`config.mk`:
```
export PLATFORM = sky130hd
export DESIGN_NAME = rca_seq_adder
export DESIGN_NICKNAME = d
export VERILOG_FILES = /design/src/rtl/rca_seq_adder.sv
export SDC_FILE = /design/constraint.sdc
export NUM_CORES = 1
export LEC_CHECK = 0
export CELL_PAD_IN_SITES_DETAIL_PLACEMENT = 1
export CELL_PAD_IN_SITES_GLOBAL_PLACEMENT = 2
export CORE_MARGIN = 2
export CORE_UTILIZATION = 33
export CTS_CLUSTER_DIAMETER = 120
export DETAILED_ROUTE_END_ITERATION = 10
export HOLD_SLACK_MARGIN = 0.12
export PLACE_DENSITY = 0.95
export REMOVE_ABC_BUFFERS = 1
export SLEW_MARGIN = 10
export SYNTH_ARGS = -nofsm -noshare
export SYNTH_HDL_FRONTEND = slang
export SYNTH_SLANG_ARGS = --single-unit
```
`constraint.sdc`:
```
create_clock -name clk -period 7.1 [get_ports clk]
set_input_delay 1.065 -clock clk [delete_from_list [all_inputs] [get_ports clk]]
set_output_delay 1.065 -clock clk [all_outputs]
set_load 0.01 [all_outputs]
```
`src/rtl/rca_seq_adder.sv`:
```
// rca_seq_adder: multi-byte adder/subtractor that time-shares one 8-bit
// ripple-carry adder, one byte per clock, LSB first, carry chained in a flop.
// Ports:
//   clk, rst         clock, synchronous active-high reset
//   start, sub, cin  request pulse, mode (1 = a-b), carry-in for add mode
//   a, b             8*WORDS-bit operands, sampled with an accepted start
//   sum, cout, ovf   registered result, final carry, signed overflow
//   busy, done       slices in flight / one-cycle result-valid pulse

// RCA_8bit: existing 8-bit ripple-carry adder datapath.
// Ports: a, b 8-bit addends; ci carry-in; s 8-bit sum; co carry-out.
module RCA_8bit (
  input  logic [7:0] a,
  input  logic [7:0] b,
  input  logic       ci,
  output logic [7:0] s,
  output logic       co
);

  logic [8:0] c;

  // Bit-serial ripple of the carry through eight full adders.
  always_comb begin
    c    = '0;
    s    = '0;
    c[0] = ci;
    for (int i = 0; i < 8; i++) begin
      s[i]   = a[i] ^ b[i] ^ c[i];
      c[i+1] = (a[i] & b[i]) | (c[i] & (a[i] ^ b[i]));
    end
    co = c[8];
  end

endmodule

module rca_seq_adder #(
  parameter int unsigned WORDS = 4
) (
  input  logic               clk,
  input  logic               rst,
  input  logic               start,
  input  logic               sub,
  input  logic               cin,
  input  logic [8*WORDS-1:0] a,
  input  logic [8*WORDS-1:0] b,
  output logic [8*WORDS-1:0] sum,
  output logic               cout,
  output logic               ovf,
  output logic               busy,
  output logic               done
);

  localparam int unsigned W     = 8 * WORDS;
  localparam int unsigned IDX_W = (WORDS > 1) ? $clog2(WORDS) : 1;
  localparam int unsigned SEL_W = IDX_W + 3;

  typedef enum logic [1:0] {
    S_IDLE = 2'd0,
    S_RUN  = 2'd1,
    S_DONE = 2'd2
  } state_t;

  state_t             state_q, state_d;
  logic [W-1:0]       a_q, a_d;
  logic [W-1:0]       b_q, b_d;
  logic               carry_q, carry_d;
  logic [IDX_W-1:0]   idx_q, idx_d;
  logic [W-1:0]       sum_q, sum_d;
  logic               cout_q, cout_d;
  logic               ovf_q, ovf_d;
  logic               busy_q, busy_d;
  logic               done_q, done_d;

  logic [SEL_W-1:0]   sel_lsb;
  logic [7:0]         rca_a;
  logic [7:0]         rca_b;
  logic [7:0]         rca_s;
  logic               rca_co;
  logic               last_slice;

  // Bit offset of the active slice.
  assign sel_lsb    = {idx_q, 3'b000};
  assign rca_a      = a_q[sel_lsb +: 8];
  assign rca_b      = b_q[sel_lsb +: 8];
  assign last_slice = (idx_q == IDX_W'(WORDS - 1));

  RCA_8bit u_rca (
    .a  (rca_a),
    .b  (rca_b),
    .ci (carry_q),
    .s  (rca_s),
    .co (rca_co)
  );

  // Next-state and datapath control.
  always_comb begin
    state_d = state_q;
    a_d     = a_q;
    b_d     = b_q;
    carry_d = carry_q;
    idx_d   = idx_q;
    sum_d   = sum_q;
    cout_d  = cout_q;
    ovf_d   = ovf_q;
    busy_d  = busy_q;
    done_d  = 1'b0;

    case (state_q)
      S_IDLE, S_DONE: begin
        state_d = S_IDLE;
        busy_d  = 1'b0;
        if (start) begin
          // Subtract is a + ~b + 1: invert B up front, seed carry with 1.
          a_d     = a;
          b_d     = sub ? ~b : b;
          carry_d = sub | cin;
          idx_d   = '0;
          state_d = S_RUN;
          busy_d  = 1'b1;
        end
      end

      S_RUN: begin
        sum_d[sel_lsb +: 8] = rca_s;
        carry_d             = rca_co;
        if (last_slice) begin
          // Hold idx at the top slice rather than wrapping.
          state_d = S_DONE;
          busy_d  = 1'b0;
          done_d  = 1'b1;
          cout_d  = rca_co;
          ovf_d   = (a_q[W-1] == b_q[W-1]) && (rca_s[7] != a_q[W-1]);
        end else begin
          idx_d = idx_q + IDX_W'(1);
        end
      end

      default: begin
        state_d = S_IDLE;
        busy_d  = 1'b0;
      end
    endcase
  end

  // State and result registers.
  always_ff @(posedge clk) begin
    if (rst) begin
      state_q <= S_IDLE;
      a_q     <= '0;
      b_q     <= '0;
      carry_q <= 1'b0;
      idx_q   <= '0;
      sum_q   <= '0;
      cout_q  <= 1'b0;
      ovf_q   <= 1'b0;
      busy_q  <= 1'b0;
      done_q  <= 1'b0;
    end else begin
      state_q <= state_d;
      a_q     <= a_d;
      b_q     <= b_d;
      carry_q <= carry_d;
      idx_q   <= idx_d;
      sum_q   <= sum_d;
      cout_q  <= cout_d;
      ovf_q   <= ovf_d;
      busy_q  <= busy_d;
      done_q  <= done_d;
    end
  end

  assign sum  = sum_q;
  assign cout = cout_q;
  assign ovf  = ovf_q;
  assign busy = busy_q;
  assign done = done_q;

endmodule

```
==> results of run 1 <==
-- kinds of logic (layout without fill, tap and decap cells) --
kind of cell / count (synthesis) / count (layout) / synth area share, %
mux: 18 / 18 / 8.18
simple gates: 160 / 160 / 16.4
compound gates: 104 / 104 / 14.7
buf+inv: 51 / 138 / 4.84
xor+xnor: 32 / 32 / 6.03
flops: 104 / 104 / 44.8
fa+ha+maj: 14 / 14 / 5.06
-- power groups by stage --
stage          Combinational, mW  Clock, mW  Sequential (mW)
2_1_floorplan              0.119          0            0.649
3_3_place_gp               0.203          0            0.654
3_5_place_dp               0.212          0            0.657
4_1_cts                    0.213      0.513            0.644
5_1_grt                    0.234      0.537            0.648
6_report                   0.210      0.503            0.643
-- through the flow --
step | util, % | instances | cell area, µm² | power [mW] | worst slack, ns
after floorplan | - | 446 | 4480 | 0.768 | 2.49
after global placement | 41.7 | 734 | 5770 | 0.857 | 2.49
after detailed placement | 41.7 | 734 | 5770 | 0.869 | 2.38
after CTS | 43.9 | 750 | 6080 | 1.37 | 2.37
after global routing | 43.9 | 750 | 6080 | 1.42 | 2.11
final | 43.9 | 750 | 6080 | 1.36 | 2.40
-- state kept, by name, indices dropped and copies added (netlist names) --
register	flops
a_q	32
b_q	32
busy	1
carry_q	1
cout	1
done	1
idx_q	2
ovf	1
state_q	1
sum	32
-- worst min-delay path, cell delays in order (launching register included) --
cell     delay (ns)
dfxtp_1        0.31
nand2_1        0.05
a21oi_1        0.05
-- metal layers --
metal	global-route usage [%]	vias to the layer above	routed length, µm
met4	4.89	0	128
met5	0	-	0
met2	27.6	78	5720
met1	21.7	1763	5530
met3	2.28	12	394
li1	-	1842	-
-- area by class of cell --
type                    instances  area, µm²
clock buffers                   9        225
flip-flops and latches        104       2080
inverters                      14       52.6
fillers                      1571       7750
repair buffers                108       1060
clock inverters                 7       78.8
well taps                     180        225
multi-input cells             328       2350
-- final timing paths --
check                                      startpoint                   end  slack (ns)  cells past startpoint
worst min-delay path             a_q[28]$_SDFFE_PP0P_  a_q[28]$_SDFFE_PP0P_        0.46                      2
worst min register to register   a_q[28]$_SDFFE_PP0P_  a_q[28]$_SDFFE_PP0P_        0.46                      2
worst max-delay path            idx_q[1]$_SDFFE_PP0P_      ovf$_SDFFE_PP0P_        2.40                     13
worst max register to register  idx_q[1]$_SDFFE_PP0P_      ovf$_SDFFE_PP0P_        2.40                     13
-- placed cells by master, fill, tap and decap left out, drive strengths merged, types with 8 or more instances in the layout --
cell,count
dfxtp,104
clkdlybuf4s50,102
nand2,74
nor2,47
a21oi,45
xnor2,32
a211oi,32
mux4,16
inv,16
nand3,9
clkbuf,9
or3,8
a32oi,8
a32o,8
fa,8
o21ai,8
==> results.ini, run 1 <==
[die]
core-area_mm2=0.0138
die-area_mm2=0.0151
fp.dieH_um=123
io_pins=105
num_rows=43
die_w_um=123
initial_core_util_pct=33.6

[sta]
fin_crit_ns=4.70
setup_viol=0
hold_viol=0
tightest_slew_ns=0.982
setup-tns-final_ns=0
drv_slew=0
fin_crit_sh_pct=66.2
slew_headroom_pct=34.5
grt_setup_unrepaired=false
hold_slack_ns=0.456
fmaxAchievable_mhz=213
clock_skew_ns=0.00790

[synthesis]
yosysUniqueCellTypes=39
ys.flop_type=dfxtp_1
yosys-top-cells-area=dfxtp_1 (45%), mux4_2 (7.8%), xnor2_1 (6.0%)
synth_area_per_cell_um2=9.63
synth_most_common_cell=dfxtp_1
netlist_area_mm2=0.00465
ys_ff_latch=104
synth.yosys.seq_area_share_pct=44.8
synth_edf_count=0
synthCells=483
ys_async_sr_fraction_pct=0
yosys_warnings=0
synth_top_area_cell=dfxtp_1
synthTopCellsByCount=dfxtp_1 (104), nand2_1 (74), nor2_1 (47)
synth_top_area_share_pct=44.8

[clocking]
post_cts_buffers=0
ctsRootBufferMaster=clkbuf_16
postCtsHoldBufs=0
htree_levels=3
numCtsBuffers=9
clockBufferDepth=2
clock_latency_ns=0.34
clkTransAtPathRegs_ns=0.07
clock-sinks=104
postCtsResizedCells=0
tritoncts=done

[place]
port_buffers=104
dp_hpwl_um=8740
gp_congestion=0.788

[status]
status=complete, no violations

[cells_and_area]
area_growth_pct=30.7
final_nets=648
drive_gt1_share_pct=8.25
n_antenna_cell=0

[worst_setup_path]
slowest_stage=dfxtp_1
path_buf_inv=2
cp.required_ns=7.35
crit_top_cell=fa_1
path_max_fanout=21
crit_arrival_ns=4.95
cpLargestDelayFamily=adder cells
cp_slowest_stage_delay_ns=0.97
worst-setup-path-type=reg2reg
crit_path_end_kind=register
path_cells=mux4_2, fa_1, fa_1, inv_1, fa_1, fa_1, fa_1, fa_1, inv_1, fa_1, fa_1, nand3b_1, a221oi_1
start_kind=register

[pwr]
leakagePower_nw=2.12
power_frac_clock_pct=37.1
p_comb_share_pct=15.5
power_density_mw_per_mm2=223
power.share.switching_pct=26.2
seqPwrFrac_pct=47.4
p_int_mw=1.00
switching_power_mw=0.356
ir_drop_uv=115

[grt]
grt_usage_pct=16.4
grt_overflow_total=0
antenna_found_initial=0
grt_pass1_vias=4051
grt_pass1_wl_um=19700
grt_max_degree=93

[drt]
drt_pass1_iterations=4
wl_per_cell_um=15.7
drt_wl_total_um=11800
dr.first_iter.drc_count=188
viasPerCell=4.93
drc=0
dr_total_vias=3695
ant_nets=0

[min_path]
holdCritPathClass=reg2reg

[flow_run]
cap_viol_max_count=0

Note: power is estimated with default switching activity, not from simulation.
==> run 2, diff against run 1 <==
--- a/config.mk
+++ b/config.mk
@@ -8,11 +8,11 @@
 export CELL_PAD_IN_SITES_DETAIL_PLACEMENT = 1
 export CELL_PAD_IN_SITES_GLOBAL_PLACEMENT = 2
 export CORE_MARGIN = 2
-export CORE_UTILIZATION = 33
+export CORE_UTILIZATION = 28
 export CTS_CLUSTER_DIAMETER = 120
 export DETAILED_ROUTE_END_ITERATION = 10
 export HOLD_SLACK_MARGIN = 0.12
-export PLACE_DENSITY = 0.95
+export PLACE_DENSITY = 0.88
 export REMOVE_ABC_BUFFERS = 1
 export SLEW_MARGIN = 10
 export SYNTH_ARGS = -nofsm -noshare
==> constraint.sdc (replaced) <==
create_clock -name clk -period 4.1 [get_ports clk]
set_input_delay 0.615 -clock clk [delete_from_list [all_inputs] [get_ports clk]]
set_output_delay 0.615 -clock clk [all_outputs]
set_load 0.01 [all_outputs]
==> run 2 against run 1 <==
Effect of this change:
- first-iteration DRC count shrank 3.7%
- non-clock buffer count rose by 2
- worst hold slack got worse by 0.0023 ns
- register-to-register slack worse by 2.3 ns
- clock power grew 61%
- largest cell class unchanged
- total power is 70% higher
- via count is 2.2% higher
- sequential power up 73%
==> results.ini, run 2 (synthesis results as in run 1) <==
[place]
dp.cells=775  ; +5.6%
place_ws_ns=-0.0247  ; -2.41 ns
gp_congestion=0.794  ; +0.84%
port_buffers=104  ; unchanged
dp_hpwl_um=9220  ; +5.6%
place_area_mm2=0.00584  ; +1.3%

[clocking]
clock-sinks=104  ; unchanged
postCtsHoldBufs=0  ; unchanged
clkTransAtPathRegs_ns=0.07  ; about the same
htree_levels=3  ; unchanged
clockBufferDepth=2  ; unchanged
clock_latency_ns=0.35  ; about the same
tritoncts=done
numCtsBuffers=9  ; unchanged
ctsRootBufferMaster=clkbuf_16

[min_path]
hold_path_depth=2  ; unchanged
hold_path_end=a_q[17]$_SDFFE_PP0P_
holdCritPathClass=reg2reg
hp-start=a_q[17]$_SDFFE_PP0P_

[sta]
hold_viol=0  ; unchanged
drv_slew=0  ; unchanged
slew_headroom_pct=35.5  ; +1.0 points
clock_skew_ns=0.00678  ; -0.00113 ns
setup_viol=0  ; unchanged
hold_slack_ns=0.454  ; -0.00229 ns
fmaxAchievable_mhz=249  ; +17%
tightest_slew_ns=0.967  ; -0.0142 ns
fin_crit_sh_pct=98.1  ; +32 points
setup_slack_ns=0.0772  ; -2.32 ns
fin_crit_ns=4.02  ; -0.677 ns
setup-tns-final_ns=0  ; unchanged

[worst_setup_path]
crit_path_end_kind=register
worst-setup-path-type=reg2reg
crit_top_cell=fa_2
slowest_stage=fa_2
rrSetupSlack_ns=0.08  ; -2.32 ns
rr_worst_depth=13  ; unchanged
cpLargestDelayFamily=adder cells
path_cells=mux4_2, fa_1, fa_1, inv_1, fa_2, fa_2, fa_1, fa_2, inv_1, fa_2, fa_2, a21oi_1, a221oi_2
start_kind=register
cp_slowest_stage_delay_ns=0.56  ; -0.41 ns
crit_arrival_ns=4.27  ; -0.68 ns
r2r_end=ovf$_SDFFE_PP0P_
r2r_start=idx_q[0]$_SDFFE_PP0P_
path_max_fanout=4  ; -81%
cp.required_ns=4.35  ; -3.00 ns
path_buf_inv=2  ; unchanged

[cells_and_area]
final_common_cell=dfxtp_1
fill_cells=1840  ; +17%
mostFrequentLayoutCells=dfxtp_1 (103), clkdlybuf4s50_1 (102), nand2_1 (74)
stdcell_count=791  ; +5.5%
finalInstanceArea_mm2=0.00615  ; +1.3%
final_nets=650  ; +0.31%
final_core_util_pct=37.5  ; -6.4 points
n_antenna_cell=0  ; unchanged
drive_gt1_share_pct=9.46  ; +1.2 points
area_growth_pct=32.3

[pwr]
power.share.switching_pct=26.1  ; -0.12 points
seqPwrFrac_pct=48.0  ; +0.6 points
p_comb_share_pct=16.9  ; +1.4 points
leakagePower_nw=2.11  ; -0.17%
power_frac_clock_pct=35.1  ; -2.0 points
p_int_mw=1.70  ; +70%
switching_power_mw=0.602  ; +69%
power_density_mw_per_mm2=374  ; +68%
power_mw=2.30  ; +70%
ir_drop_uv=206  ; +78%

[drt]
drt_pass1_iterations=4  ; unchanged
wl_per_cell_um=15.7  ; +0.32%
ant_nets=0  ; unchanged
dr_total_vias=3778  ; +2.2%
dr.first_iter.drc_count=181  ; -3.7%
drc=0  ; unchanged
drt_wl_total_um=12500  ; +5.8%
viasPerCell=4.78  ; -3.1%

[die]
io_pins=105  ; unchanged
die-area_mm2=0.0177  ; +17%
initial_core_util_pct=28.3  ; -5.3 points
num_rows=47  ; +9.3%
core-area_mm2=0.0164  ; +19%
fp.dieH_um=133  ; +8.3%
die_w_um=133  ; +8.3%

[grt]
antenna_found_initial=0  ; unchanged
grt_usage_pct=14.4  ; -1.9 points
grt_max_degree=97  ; +4.3%
grt_pass1_vias=3998  ; -1.3%
grt_pass1_wl_um=20200  ; +2.7%
grt_overflow_total=0  ; unchanged

[flow_run]
cap_viol_max_count=0  ; unchanged

[status]
status=complete, no violations

run 2: changes by cell type in the layout (fill, tap and decap cells not counted), moves of 2 or more:
cell      previous run  this run
buf_4                4         6
fa_2                 0         5
inv_6                2         0
fa_1                 8         3
clkbuf_8             0         2
clkinv_4             3         0
run 2: area by class of cell:
class                      instances  area [µm²]  share of cell area [%]
tap                              220         275                    4.47
clock inverter                     3        17.5                   0.285
inverter                          14        52.6                   0.854
timing repair buffer             110        1090                    17.7
clock buffer                      12         256                    4.17
sequential                       104        2090                    33.9
multi-input combinational        328        2370                    38.6
run 2: worst min-delay path, cell delays in order (launching register included):
cell and delay (ns):
dfxtp_1 0.31, nand2_1 0.05, a21oi_1 0.05
run 2: layer usage:
layer  wire (µm)  track usage [%]
met2        6110             25.0
met3         453             2.68
met1        5710             18.1
met4         176             4.66
met5           0                0
run 2: how the worst max path moves through the flow:
stage | end | slack, ns | cells after the start | startpoint
2_1_floorplan | ovf$_SDFFE_PP0P_ | -0.50 | 13 | idx_q[0]$_SDFFE_PP0P_
3_3_place_gp | ovf$_SDFFE_PP0P_ | 0.07 | 13 | idx_q[0]$_SDFFE_PP0P_
3_5_place_dp | ovf$_SDFFE_PP0P_ | -0.02 | 13 | idx_q[0]$_SDFFE_PP0P_
4_1_cts | sum[15]$_SDFFE_PP0P_ | 0.004 | 14 | idx_q[0]$_SDFFE_PP0P_
5_1_grt | ovf$_SDFFE_PP0P_ | -0.03 | 13 | idx_q[0]$_SDFFE_PP0P_
6_report | ovf$_SDFFE_PP0P_ | 0.08 | 13 | idx_q[0]$_SDFFE_PP0P_
run 2: power groups by stage:
stage	combinational (mW)	sequential [mW]	clock, mW
final	0.389	1.11	0.809
after global routing	0.430	1.11	0.873
after CTS	0.390	1.11	0.826
after detailed placement	0.386	1.13	0
after global placement	0.374	1.12	0
after floorplan	0.206	1.12	0
run 2: timing repair:
item / in CTS / in global routing
setup endpoints to repair: 1 / 4
gates resized for setup: 1 / 6
pin swaps: 1 / 1
setup buffers: 1 / 0
